### src/rtl/seg7_frame_decoder.sv
// Display-readback monitor: recovers BCD digits from a multiplexed 7-segment bus
// and emits one glitch-filtered frame per full scan over a valid/ready handshake.
//
// state     | meaning
// ----------+--------------------------------------------------------------
// S_IDLE    | no valid one-hot select on the bus
// S_TRACK   | new (sel,seg) pair seen, counting down the stability window
// S_CAPTURE | pair qualified; digit register is written on the next edge
// S_HOLD    | pair already captured, waiting for the bus to change
module seg7_frame_decoder #(
   parameter int NDIG   = 4,
   parameter int STABLE = 4
) (
   input  logic                clk_i,
   input  logic                rst_i,
   input  logic [6:0]          seg_in_i,
   input  logic [NDIG-1:0]     dig_sel_i,
   output logic                out_valid_o,
   input  logic                out_ready_i,
   output logic [4*NDIG-1:0]   bcd_out_o,
   output logic [NDIG-1:0]     blank_mask_o,
   output logic [NDIG-1:0]     err_mask_o,
   output logic                overrun_o
);

   localparam int CW = (STABLE > 1) ? $clog2(STABLE) : 1;
   localparam int PW = NDIG + 7;

   typedef enum logic [1:0] {S_IDLE, S_TRACK, S_CAPTURE, S_HOLD} state_t;

   state_t              state_q, state_d;
   logic [CW-1:0]       cnt_q, cnt_d;
   logic [PW-1:0]       pair_q;
   logic [PW-1:0]       cur_pair;
   logic                sel_ok;
   logic                same_pair;

   logic [NDIG-1:0]     seen_q, seen_d;
   logic [4*NDIG-1:0]   nib_q, nib_d;
   logic [NDIG-1:0]     dblank_q, dblank_d;
   logic [NDIG-1:0]     derr_q, derr_d;

   logic                valid_q, valid_d;
   logic [4*NDIG-1:0]   bcd_q, bcd_d;
   logic [NDIG-1:0]     blank_q, blank_d;
   logic [NDIG-1:0]     err_q, err_d;
   logic                ovr_q, ovr_d;

   logic                capture;
   logic                frame_done;
   logic [NDIG-1:0]     cap_sel;
   logic [3:0]          dec_nib;
   logic                dec_blank;
   logic                dec_err;
   logic [NDIG-1:0]     seen_set;

   assign cur_pair  = {dig_sel_i, seg_in_i};
   assign sel_ok    = $onehot(dig_sel_i);
   assign same_pair = (cur_pair == pair_q);
   assign capture   = (state_q == S_CAPTURE);
   assign cap_sel   = pair_q[PW-1:7];

   always_comb begin
      dec_nib   = 4'hF;
      dec_blank = 1'b0;
      dec_err   = 1'b0;
      case (pair_q[6:0])
         7'h7E:   dec_nib = 4'h0;
         7'h30:   dec_nib = 4'h1;
         7'h6D:   dec_nib = 4'h2;
         7'h79:   dec_nib = 4'h3;
         7'h33:   dec_nib = 4'h4;
         7'h5B:   dec_nib = 4'h5;
         7'h5F:   dec_nib = 4'h6;
         7'h70:   dec_nib = 4'h7;
         7'h7F:   dec_nib = 4'h8;
         7'h7B:   dec_nib = 4'h9;
         7'h00: begin
            dec_nib   = 4'hA;
            dec_blank = 1'b1;
         end
         default: dec_err = 1'b1;
      endcase
   end

   // Any change of the pair (or an invalid select) restarts qualification.
   always_comb begin
      state_d = state_q;
      cnt_d   = cnt_q;
      if (!sel_ok) begin
         state_d = S_IDLE;
      end else if (!same_pair || state_q == S_IDLE) begin
         cnt_d   = CW'(STABLE - 1);
         state_d = (STABLE == 1) ? S_CAPTURE : S_TRACK;
      end else begin
         case (state_q)
            S_TRACK: begin
               if (cnt_q <= CW'(1)) state_d = S_CAPTURE;
               else                 cnt_d   = cnt_q - CW'(1);
            end
            S_CAPTURE: state_d = S_HOLD;
            default:   state_d = state_q;
         endcase
      end
   end

   always_comb begin
      nib_d      = nib_q;
      dblank_d   = dblank_q;
      derr_d     = derr_q;
      seen_set   = seen_q;
      seen_d     = seen_q;
      frame_done = 1'b0;
      if (capture) begin
         for (int i = 0; i < NDIG; i++) begin
            if (cap_sel[i]) begin
               nib_d[4*i +: 4] = dec_nib;
               dblank_d[i]     = dec_blank;
               derr_d[i]       = dec_err;
               seen_set[i]     = 1'b1;
            end
         end
         seen_d = seen_set;
         if (&seen_set) begin
            frame_done = 1'b1;
            seen_d     = '0;
         end
      end
   end

   // A completed frame is dropped rather than overwriting one still on offer.
   always_comb begin
      valid_d = valid_q;
      bcd_d   = bcd_q;
      blank_d = blank_q;
      err_d   = err_q;
      ovr_d   = ovr_q;
      if (valid_q && out_ready_i) valid_d = 1'b0;
      if (frame_done) begin
         if (valid_q && !out_ready_i) begin
            ovr_d = 1'b1;
         end else begin
            valid_d = 1'b1;
            bcd_d   = nib_d;
            blank_d = dblank_d;
            err_d   = derr_d;
         end
      end
   end

   always_ff @(posedge clk_i) begin
      if (rst_i) begin
         state_q  <= S_IDLE;
         cnt_q    <= '0;
         pair_q   <= '0;
         seen_q   <= '0;
         nib_q    <= '0;
         dblank_q <= '0;
         derr_q   <= '0;
         valid_q  <= 1'b0;
         bcd_q    <= '0;
         blank_q  <= '0;
         err_q    <= '0;
         ovr_q    <= 1'b0;
      end else begin
         state_q  <= state_d;
         cnt_q    <= cnt_d;
         pair_q   <= cur_pair;
         seen_q   <= seen_d;
         nib_q    <= nib_d;
         dblank_q <= dblank_d;
         derr_q   <= derr_d;
         valid_q  <= valid_d;
         bcd_q    <= bcd_d;
         blank_q  <= blank_d;
         err_q    <= err_d;
         ovr_q    <= ovr_d;
      end
   end

   assign out_valid_o  = valid_q;
   assign bcd_out_o    = bcd_q;
   assign blank_mask_o = blank_q;
   assign err_mask_o   = err_q;
   assign overrun_o    = ovr_q;

endmodule

### config.mk
export PLATFORM = sky130hd
export DESIGN_NAME = seg7_frame_decoder
export DESIGN_NICKNAME = d
export VERILOG_FILES = /design/src/rtl/seg7_frame_decoder.sv
export SDC_FILE = /design/constraint.sdc
export NUM_CORES = 1
export LEC_CHECK = 0
export ABC_AREA = 1
export ABC_CLOCK_PERIOD_IN_PS = 1950
export BUFFER_PORTS_ARGS = -buffer_cell sky130_fd_sc_hd__buf_2
export CORE_MARGIN = 2
export CORE_UTILIZATION = 55
export DETAILED_ROUTE_END_ITERATION = 7
export PLACE_DENSITY = 0.82
export SLEW_MARGIN = 20
export SYNTH_ARGS = -nofsm -noshare
export SYNTH_HDL_FRONTEND = slang
export SYNTH_SLANG_ARGS = --single-unit
### constraint.sdc
create_clock -name clk_i -period 1.95 [get_ports clk_i]
set_input_delay 0 -clock clk_i [delete_from_list [all_inputs] [get_ports clk_i]]
set_output_delay 0 -clock clk_i [all_outputs]
set_load 0.01 [all_outputs]
==> metrics.csv <==
stage;metric;value;unit
yosys;Post-Synthesis Cells;396;
cts;Longest Clk Path Bufs;2;
yosys;syn nets;414;
yosys;Synth Area in XOR/XNOR;0.02204;
placed_design;placed cells;498;
yosys;Synth Register Bits;69;
grt;overall global routing resource usage;0.2201;
placed_design;detailed placement HPWL;4365;um
route;Routed Antenna Nets;0;
job;maxcap violations;0;
run_status;status;finished, final reports clean;
floorplan;io pins;40;
worst_hold_path;hold crit path type;in -> reg;
route;Starting DRT DRC Count;99;
sta;Hold Fails Final Rpt;0;
sta;slew margin rel.;0.5288;
grt;gr ovfl total;0;
setup_path;WP data required;2180;ps
cts;Clock Sinks;69;
sta;crit path time final;1656;ps
final_layout;commonest non-fill, non-tap cell in the layout;dfxtp_1;
yosys;adder-cell share of the synthesized area;0.01810;
final_layout;Layout area overhead;17.51;%
yosys;Synth Flop Type;dfxtp_1;
yosys;Seq/Total Area, Yosys;0.4345;
cts;TritonCTS Buffers;9;
yosys;Synth cell types;34;
yosys;compound-cell area share of the yosys netlist;0.1177;
route;Vias/cell;5.046;
yosys;largest family of logic cells by synthesized area;simple AND/OR/NAND/NOR gates;
placed_design;Final Wtd Congestion;0.8014;
cts;CTS Root Cell;clkbuf_8;
cts;Clk Latency, worst-skew pair;340;ps
setup_path;CP startpoint kind;flip-flop;
grt;largest net degree at the start of global routing;48;
yosys;Mapped Area;0.003179;mm^2
floorplan;total core area;0.005540;mm^2
yosys;simple-gate portion of the synthesized area;0.3286;
final_layout;Fill cells;493;
floorplan;Initial Util;0.5738;
grt;first-pass GRT wire length;11050;um
route;final wirelength;6261;um
sta;worst-case clock skew;8.279;ps
power_and_ir_drop;PD cells;747.0;mW/mm^2
setup_path;critical-path maximum fanout;16;
route;wire per inst;11.93;um
final_layout;nets;467;
sta;final worst-path cycle share;0.8493;
route;Residual DRC;0;
floorplan;Rows;27;
sta;f_max;603.8;MHz
floorplan;Die X;80.03;um
power_and_ir_drop;Static Leak;1.739;nW
yosys;number of synthesized flops with an enable pin;0;
yosys;syn avg cell area;8.029;um^2
setup_path;Worst path max stage delay;440;ps
power_and_ir_drop;peak supply drop;0.0004531;V
floorplan;DIE AREA;0.006405;mm^2
sta;# setup viols final;0;
grt;number of global-route vias before repair;2545;
final_layout;Antenna diodes;0;
cts;CTS tree;built;
sta;Slew @ Worst Pin;702.4;ps
cts;CTS H-tree depth;3;
setup_path;WS Path Type;reg -> reg;
placed_design;PortBufs;39;
route;vias post-DR;2649;
final_layout;most frequent cells in the layout;dfxtp_1 (69), nor2_1 (55), nand2_1 (49);
setup_path;worst path arrival time;1890;ps
route;1st-pass router iterations;4;
sta;Final Max Slew Viols;0;
final_layout;Final Instance Count excl. Fillers;525;
setup_path;crit-path cells;nand2_1, nor2_1, nand2_2, nand2_2, nor2_4, nand3_4, nand3_1, nand2_1, a21oi_1;
grt;initial antenna violation count;0;
final_layout;final core occ;0.6743;
yosys;mux cell area share after synthesis;0;
floorplan;Die H;80.03;um
yosys;yosys warns;0;
cts;CTS clk-pin slew, worst paths;70;ps
setup_path;Worst path slowest cell;dfxtp_1;
sta;RSZ-0062 raised after global routing;no;
final_layout;share of cells above drive strength 1;0.2980;
setup_path;CP endpoint kind;flip-flop;
yosys;Async SR Flop Fraction;0;
cells by family after synthesis:
group | count (synthesis)
compound gates | 63
xor+xnor | 8
fa+ha+maj | 4
buf+inv | 57
flops | 69
simple gates | 195
worst paths after layout:
| check | end | slack, ps | start | cells after the start |
|---|---|---|---|---|
| max reg2reg | bcd_out_o[1] | 290 | pair_q[1] | 9 |
| max | bcd_out_o[1] | 290 | pair_q[1] | 9 |
| min reg2reg | seen_q[3] | 450 | seen_q[3] | 2 |
| min | dblank_q[1] | 180 | rst_i | 3 |
state kept, by name, summed over array words and instances, names as in the netlist:
| name | count |
|---|---|
| nib_q | 16 |
| out_valid_o | 1 |
| bcd_out_o | 16 |
| blank_mask_o | 4 |
| err_mask_o | 4 |
| dblank_q | 4 |
| overrun_o | 1 |
| derr_q | 4 |
| state_q | 2 |
| cnt_q | 2 |
| pair_q | 11 |
| seen_q | 4 |
per-stage QoR:
stage               instance area, um^2  TNS (ps)  hold slack (ps)  worst slack (ps)  total power [W]
floorplan                          3179         0            107.0             282.1         0.001629
global placement                   3426         0            228.3             125.4         0.001667
detailed placement                 3426    -40.56            236.0            -16.67         0.001676
CTS                                3736         0            168.6             291.3         0.002817
global route                       3736         0            188.3             108.0         0.002910
finish                             3736         0            184.4             294.0         0.002791
critical path, delay by kind of cell, from the launching register on:
family	cells	cell delay, ps
and+or+nand+nor	8	1040
DFF	1	440
AOI/OAI and AO/OA	1	70
synth_stat cells, types with 2 or more instances:
master / n / area [um^2]
o21a_1: 6 / 45.04
xnor2_1: 4 / 35.03
a21oi_1: 21 / 105.1
nor3_2: 2 / 20.02
buf_4: 3 / 22.52
a21oi_2: 10 / 87.58
buf_6: 2 / 22.52
nand2_4: 3 / 33.78
nand3_1: 18 / 90.09
nor2_2: 5 / 31.28
inv_1: 39 / 146.4
ha_1: 3 / 37.54
nor3_1: 2 / 10.01
or2_2: 19 / 118.9
nand4_1: 7 / 43.79
xor2_1: 4 / 35.03
nand2_1: 49 / 183.9
nor2_1: 55 / 206.5
nand3_2: 11 / 110.1
nor2_4: 4 / 45.04
buf_1: 2 / 7.510
clkbuf_1: 5 / 18.77
inv_2: 4 / 15.01
dfxtp_1: 69 / 1381
nand2_2: 17 / 106.4
o21ai_0: 24 / 120.1
per-layer routing:
metal | GRT usage | routed length (um) | part of all wire | vias up
met5 | 0 | 0 | 0 | -
met4 | 0.09153 | 110 | 0.018 | 0
met3 | 0.04072 | 234 | 0.037 | 12
met2 | 0.3917 | 3093 | 0.49 | 51
met1 | 0.2577 | 2821 | 0.45 | 1219
li1 | - | - | - | 1367
what timing repair did:
action	CTS	global route
hold buffers	12	0
endpoints found under the hold margin	12	0
gates resized for setup	0	0
buffers inserted	0	0
area by class of cell:
| cell class | count | area, um^2 | share of cell area |
|---|---|---|---|
| multi-input combinational | 270 | 1551 | 0.4153 |
| clock buffer | 11 | 141.4 | 0.03784 |
| tap | 72 | 90.09 | 0.02411 |
| timing repair buffer | 55 | 357.8 | 0.09578 |
| clock inverter | 4 | 48.80 | 0.01306 |
| inverter | 44 | 165.2 | 0.04421 |
| sequential | 69 | 1381 | 0.3697 |
power by group:
group | internal, W | leakage (nW) | switching, W
Clock | 0.000616 | 0.0992 | 0.000512
Sequential | 0.00143 | 0.559 | 0.0000247
Combinational | 0.0000825 | 1.08 | 0.000125
Total | 0.00213 | 1.74 | 0.000662
Power figures use the tool's default switching activity.
